[src/rtl/dds_pkg.sv]
// Shared constants, FSM state type and quarter-wave ROM entry generator for the DDS sine source.
// Latency: n/a (package).
// Backpressure: n/a (package).
package dds_pkg;

    localparam int WD_DEF   = 14;
    localparam int PW_DEF   = 32;
    localparam int LAW_DEF  = 8;
    localparam int PIPE_LAT = 3;

    typedef enum logic [1:0] {
        IDLE  = 2'd0,
        RUN   = 2'd1,
        DRAIN = 2'd2
    } dds_state_t;

    // round((2^(wd-1)-1) * sin(pi/2 * (k+0.5)/2^law)), evaluated in Q30 fixed point
    // with a Taylor series so elaboration needs no real-number support.
    function automatic longint qsin_entry(input int k, input int law, input int wd);
        longint x;
        longint x2;
        longint term;
        longint sum;
        longint fs;
        x    = (64'sd1686629713 * longint'(2 * k + 1)) >>> (law + 1);
        x2   = (x * x) >>> 30;
        term = x;
        sum  = x;
        for (int n = 1; n <= 10; n++) begin
            term = -((term * x2) >>> 30) / longint'((2 * n) * (2 * n + 1));
            sum  = sum + term;
        end
        fs = (longint'(1) <<< (wd - 1)) - 1;
        return (fs * sum + (longint'(1) <<< 29)) >>> 30;
    endfunction

endpackage

[src/rtl/dds_sine_gen_qlut.sv]
// Registered quarter-wave sine ROM: LAW-bit address in, unsigned magnitude out.
// Latency: 1 clk from addr to mag.
// Backpressure: none; reads every cycle.
module sine_qlut
    import dds_pkg::*;
#(
    parameter int LAW = LAW_DEF,
    parameter int MW  = WD_DEF - 1
) (
    input  logic           clk,
    input  logic [LAW-1:0] addr,
    output logic [MW-1:0]  mag
);

    logic [MW-1:0] rom [2**LAW];

    for (genvar k = 0; k < 2**LAW; k++) begin : g_rom
        localparam longint ENTRY = qsin_entry(k, LAW, MW + 1);
        assign rom[k] = MW'(ENTRY);
    end

    // Synchronous ROM read; entries are half-step offset so none is zero.
    always_ff @(posedge clk) begin
        mag <= rom[addr];
    end

endmodule

[src/rtl/dds_sine_gen.sv]
// DDS sine source with programmable frequency, amplitude and burst length.
// Latency: 3 clk from phase accumulator register to sample_out.
// Backpressure: none; free-running sample stream, start ignored while busy.
module dds_sine_gen
    import dds_pkg::*;
#(
    parameter int WD  = WD_DEF,
    parameter int PW  = PW_DEF,
    parameter int LAW = LAW_DEF
) (
    input  logic                 clk,
    input  logic                 rstn,
    input  logic                 start,
    input  logic                 stop,
    input  logic [PW-1:0]        freq_word,
    input  logic [WD-2:0]        amplitude,
    input  logic [15:0]          burst_cycles,
    output logic signed [WD-1:0] sample_out,
    output logic                 sample_valid,
    output logic                 cycle_sync,
    output logic                 busy,
    output logic                 done
);

    localparam int MW = WD - 1;

    dds_state_t    state;
    dds_state_t    state_nxt;
    logic [PW-1:0] acc;
    logic [PW-1:0] inc;
    logic [MW-1:0] amp;
    logic [15:0]   burst;
    logic [15:0]   cycle_cnt;
    logic          stop_pending;
    logic [1:0]    drain_cnt;
    logic          sync0;
    logic [PW:0]   acc_sum;
    logic          wrap;
    logic          burst_end;
    logic          enter_run;
    logic          enter_drain;

    // S1..S3 pipeline
    logic [LAW-1:0]  lut_addr;
    logic [MW-1:0]   mag1;
    logic [MW-1:0]   amp1;
    logic            q1;
    logic            v1;
    logic            s1;
    logic [2*MW-1:0] prod;
    logic [MW-1:0]   scaled2;
    logic            q2;
    logic            v2;
    logic            s2;

    assign acc_sum   = {1'b0, acc} + {1'b0, inc};
    assign wrap      = acc_sum[PW];
    assign burst_end = (burst != 16'd0) && ((cycle_cnt + 16'd1) == burst);
    assign busy      = (state != IDLE);

    // Next-state decode: run until the terminating wrap, then flush the pipeline.
    always_comb begin
        state_nxt   = state;
        enter_run   = 1'b0;
        enter_drain = 1'b0;
        case (state)
            IDLE: begin
                if (start) begin
                    state_nxt = RUN;
                    enter_run = 1'b1;
                end
            end
            RUN: begin
                if ((wrap && (burst_end || stop_pending || stop)) ||
                    ((stop || stop_pending) && (inc == '0))) begin
                    state_nxt   = DRAIN;
                    enter_drain = 1'b1;
                end
            end
            DRAIN: begin
                if (drain_cnt == 2'(PIPE_LAT - 1)) begin
                    state_nxt = IDLE;
                end
            end
            default: state_nxt = IDLE;
        endcase
    end

    // State register.
    always_ff @(posedge clk) begin
        if (!rstn) begin
            state <= IDLE;
        end else begin
            state <= state_nxt;
        end
    end

    // Phase accumulator, shadow registers (re-latched only at wrap), counters, done pulse.
    always_ff @(posedge clk) begin
        if (!rstn) begin
            acc          <= '0;
            inc          <= '0;
            amp          <= '0;
            burst        <= '0;
            cycle_cnt    <= '0;
            stop_pending <= 1'b0;
            drain_cnt    <= '0;
            sync0        <= 1'b0;
            done         <= 1'b0;
        end else begin
            sync0 <= 1'b0;
            done  <= (state == DRAIN) && (state_nxt == IDLE);
            case (state)
                IDLE: begin
                    acc <= '0;
                    if (enter_run) begin
                        inc          <= freq_word;
                        amp          <= amplitude;
                        burst        <= burst_cycles;
                        cycle_cnt    <= '0;
                        stop_pending <= 1'b0;
                        sync0        <= 1'b1;
                    end
                end
                RUN: begin
                    if (stop) begin
                        stop_pending <= 1'b1;
                    end
                    if (wrap) begin
                        cycle_cnt <= cycle_cnt + 16'd1;
                        inc       <= freq_word;
                        amp       <= amplitude;
                    end
                    if (enter_drain) begin
                        acc       <= '0;
                        drain_cnt <= '0;
                    end else begin
                        acc   <= acc_sum[PW-1:0];
                        sync0 <= wrap;
                    end
                end
                DRAIN: begin
                    acc       <= '0;
                    drain_cnt <= drain_cnt + 2'd1;
                end
                default: acc <= '0;
            endcase
        end
    end

    // Odd quadrants walk the quarter-wave table backwards.
    assign lut_addr = acc[PW-2] ? ~acc[PW-3 -: LAW] : acc[PW-3 -: LAW];

    sine_qlut #(
        .LAW (LAW),
        .MW  (MW)
    ) u_qlut (
        .clk  (clk),
        .addr (lut_addr),
        .mag  (mag1)
    );

    // S1 sideband: sign, valid, sync and amplitude travel with the table read.
    always_ff @(posedge clk) begin
        if (!rstn) begin
            q1   <= 1'b0;
            v1   <= 1'b0;
            s1   <= 1'b0;
            amp1 <= '0;
        end else begin
            q1   <= acc[PW-1];
            v1   <= (state == RUN);
            s1   <= sync0;
            amp1 <= amp;
        end
    end

    assign prod = {{MW{1'b0}}, mag1} * {{MW{1'b0}}, amp1};

    // S2: amplitude scaling.
    always_ff @(posedge clk) begin
        if (!rstn) begin
            scaled2 <= '0;
            q2      <= 1'b0;
            v2      <= 1'b0;
            s2      <= 1'b0;
        end else begin
            scaled2 <= prod[2*MW-1:MW];
            q2      <= q1;
            v2      <= v1;
            s2      <= s1;
        end
    end

    // S3: apply sign for the negative half-wave; outputs forced to 0 when invalid.
    always_ff @(posedge clk) begin
        if (!rstn) begin
            sample_out   <= '0;
            sample_valid <= 1'b0;
            cycle_sync   <= 1'b0;
        end else begin
            if (v2) begin
                sample_out <= q2 ? -$signed({1'b0, scaled2}) : $signed({1'b0, scaled2});
            end else begin
                sample_out <= '0;
            end
            sample_valid <= v2;
            cycle_sync   <= v2 & s2;
        end
    end

endmodule
[config.mk]
export PLATFORM = sky130hd
export DESIGN_NAME = dds_sine_gen
export DESIGN_NICKNAME = d
export VERILOG_FILES = /design/src/rtl/dds_pkg.sv /design/src/rtl/dds_sine_gen_qlut.sv /design/src/rtl/dds_sine_gen.sv
export SDC_FILE = /design/constraint.sdc
export NUM_CORES = 1
export LEC_CHECK = 0
export CORE_ASPECT_RATIO = 0.9
export CORE_MARGIN = 2
export CORE_UTILIZATION = 55
export DETAILED_ROUTE_END_ITERATION = 8
export MAX_ROUTING_LAYER = met4
export PLACE_DENSITY = 0.74
export SYNTH_ARGS = -nofsm -noshare
export SYNTH_HDL_FRONTEND = slang
export SYNTH_HIERARCHICAL = 1
export SYNTH_SLANG_ARGS = --single-unit
[constraint.sdc]
create_clock -name clk -period 7.1 [get_ports clk]
set_clock_uncertainty 0.2 [all_clocks]
set_input_delay 1.065 -clock clk [delete_from_list [all_inputs] [get_ports clk]]
set_output_delay 1.065 -clock clk [all_outputs]
set_load 0.03 [all_outputs]
==> metrics <==
status=complete, no violations; Synth area leader=dfxtp_1; Fillers=2,738; first-pass GRT wire length=76,380 um; width of the chip=189.8 um; Setup Fix Bufs, Post-CTS=0; I/O pins=83; P per Cell Area=158.3 nW/um^2; initial antenna violation count=2; post-DR wirelength/cell=18.84 um; syn_area_per_cell=a little over 8 um^2; post-route ant nets=0; Highest Clock Rate=between 150 and 200 MHz; GRT Total Usage=30.34%; FF+latch count, synth=around 180; Final Hold Slack=0.2404 ns; Clock Latency Late Sink=0.44 ns; Mapped Area=between 15,000 and 20,000 um^2; Area contributors post-synth=dfxtp_1, fa_1, ha_1; FP Rows=61; xor/xnor share of the synthesized area=4.512%; Reg2Reg Depth=21; Critical Path End Type=register; main combinational cell family by area after synthesis=adder cells; max_slew headroom=28.06%; internal power=1.870 mW; Max Root-Sink Buffers=2; CTS Sinks=177; IO buf count=82; nets=~2,400; final period utilization=87.05%; Post-CTS Resized=0; EDFF count, synth=0; H-tree depth=4; Worst Setup Path Type=reg -> reg; FF+latch area=around 3500 um^2; maxcap violations=0; Crit path buffers/inverters=5; RSZ-0062 raised after global routing=no; vias in the first global route=~15,000; Net Count, Synth=2,386; clock share of power=approximately a third; min Tclk post-route=6.180 ns; Post-Route Setup TNS=0 ns; cell count after synthesis=2,082; hpwl dp=34,590 um; CP arrival=6.31 ns; core region area=roughly 30,000 um^2; Post-synth top flop=dfxtp_1; post-synth top area share=between 20 and 25%; commonest non-fill, non-tap cells in the layout=nand2_1, inv_1, dfxtp_1, nor2_1, and2_1; combinational share of power=27.4%; routed wire length=46,810 um; Psw=1.072 mW; synthesis-to-finish area growth=8.804%; DIE HEIGHT=171.2 um; worst slew pin tran=roughly 1.1 ns; Initial DRT Pass Iterations=8; DIE AREA=32,490 um^2; Inserted Clock Buffers=17; post-synth cell types=88; Critical-path top delay cell=dfxtp_1; routed vias/inst=roughly 6.0; FF-to-FF End=scaled2[10]; most common cell after layout, fill and taps aside=nand2_1; Slew Limit Fails=0; largest net degree at the start of global routing=between 100 and 150; Reg power frac=a little under 40%; peak supply drop=0.1596 mV; LEAKAGE=8.315 nW; CP Data Required Time=7.22 ns; vias=approximately 15,000; hold endpoint=s1; post-cts hold buffer count=0; Reg2Reg Setup Slack=0.92 ns; worst-path cell chain=nand2_1 -> fa_1 -> inv_1 -> fa_1 -> inv_1 -> fa_1 -> inv_1 -> fa_1 -> inv_1 -> fa_1 -> inv_1 -> ha_1 -> a211oi_1 -> nand2_1 -> and4b_1 -> a21oi_1 -> a311oi_1 -> a211oi_1 -> o21ai_0 -> xor2_1 -> and2_1; Final setup viols=0; Synth Area in Adders=22.82%; R2R Path Start=amp1[6]; CP delay by family, top=adder cells; DR DRC count=0; Startpoint Class=register; mux share of post-synthesis cell area=around 4.4%; Hold Crit Depth=1; Placer Congestion=1.032; ys async rst share=0%; synth warn=6; DR iter-0 viols=1,688; Synth Area in Compound Gates=between 10% and 20%; Clk pin slew, worst setup/hold paths=~0.080 ns; CP Max Fanout=13; Root Buffer Master=clkbuf_16; Multi-input gate area=12,270 um^2; total grt overflow=0; Final Hold Fails=0; Post-Synth Simple-Gate Area=between 20% and 30%; initial core utilization=55.54%; worst hold path class=reg -> reg; Seq/Total Area, Yosys=about a fifth; CTS tree=done; Sw Ratio=36.43%; delay of the slowest cell on the worst path=about 0.59 ns; Worst Hold Launch=sync0; share of layout cells above drive strength 1=4.388%
==> registers in the layout, indices dropped and copies added (netlist names), 2 cells and up <==
| name | count |
|---|---|
| burst | 16 |
| inc | 32 |
| scaled2 | 13 |
| cycle_cnt | 16 |
| drain_cnt | 2 |
| amp1 | 13 |
| u_qlut/mag | 13 |
| acc | 32 |
| sample_out | 14 |
| state | 2 |
| amp | 13 |
==> routing by layer <==
layer  share of wire (%)  vias up  track usage [%]
met1                  43     7134            40.29
met3                 8.4      101            5.734
met4                 3.0        0            9.707
met2                  45      703            47.03
met5                   0        -                -
li1                    -     7049                -
==> through the flow <==
stage	utilization [%]	std cells	setup slack [ns]	instance area (um^2)	power (mW)
6_report	60.43	2485	0.9197	18590	2.942
5_1_grt	60.43	2485	0.4748	18590	3.106
4_1_cts	60.41	2483	0.9495	18580	2.947
3_5_place_dp	58.38	2451	0.9612	17960	1.968
3_3_place_gp	58.38	2451	1.089	17960	1.948
2_1_floorplan	-	2082	1.477	17080	1.732
==> layout make-up <==
cell class              count  area share, %
multi-input cells        1584          66.02
flip-flops and latches    177          19.06
repair buffers             97          5.062
inverters                 184          3.716
well taps                 409          2.753
clock buffers              17          2.289
clock inverters            15          1.070
diodes                      2        0.02693
==> cells in the mapped netlist (7+ instances only) <==
cell,number
xnor2_1,36
a21boi_0,25
buf_4,10
a31oi_1,33
a221oi_1,8
o221ai_1,7
inv_1,181
nand4_1,16
xor2_1,52
nand2b_1,33
nor2b_1,71
a211oi_1,22
fa_1,121
mux2i_1,58
dfxtp_1,177
o21a_1,7
buf_6,9
or3_1,7
o211ai_1,16
buf_2,40
a21oi_1,106
a21o_1,32
ha_1,118
a22o_1,7
nand2_1,228
and2_1,129
a311oi_1,12
o31ai_1,20
nand3_1,27
o2111ai_1,10
or2_2,10
nor3_1,31
o21ai_0,76
clkbuf_1,74
and3_1,17
nor4_1,11
nor2_1,130
==> how the worst max path moves through the flow <==
stage / depth (start not counted) / slack [ns] / from / end
2_1_floorplan: 22 / 1.48 / amp1[5] / scaled2[10]
3_3_place_gp: 21 / 1.09 / u_qlut/mag[5] / scaled2[10]
3_5_place_dp: 21 / 0.96 / u_qlut/mag[5] / scaled2[10]
4_1_cts: 21 / 0.95 / u_qlut/mag[5] / scaled2[10]
5_1_grt: 21 / 0.47 / amp1[6] / scaled2[10]
6_report: 21 / 0.92 / amp1[6] / scaled2[10]
==> power groups by stage <==
| stage | clock network (mW) | logic (mW) | registers (mW) |
|---|---|---|---|
| finish | 0.978 | 0.805 | 1.16 |
| global route | 1.04 | 0.898 | 1.17 |
| CTS | 0.996 | 0.795 | 1.16 |
| detailed placement | 0 | 0.789 | 1.18 |
| global placement | 0 | 0.774 | 1.17 |
| floorplan | 0 | 0.627 | 1.11 |
==> logic make-up (layout without fill, tap and decap cells) <==
kind of cell,Yosys count,after routing
muxes,68,68
buffers and inverters,321,313
adders and majority gates,239,239
and+or+nand+nor,737,737
AOI/OAI and AO/OA,452,452
other,0,2
DFF,177,177
xor gates and xnor gates,88,88
==> worst reg2reg max path, stage by stage (launching register included) <==
cell and delay, ns:
dfxtp_1 0.59, nand2_1 0.15, fa_1 0.56, inv_1 0.05, fa_1 0.50, inv_1 0.05, fa_1 0.48, inv_1 0.05
fa_1 0.52, inv_1 0.05, fa_1 0.52, inv_1 0.04, ha_1 0.33, a211oi_1 0.21, nand2_1 0.10, and4b_1 0.20
a21oi_1 0.26, a311oi_1 0.28, a211oi_1 0.44, o21ai_0 0.17, xor2_1 0.16, and2_1 0.16
(Power assumes the default switching activity.)
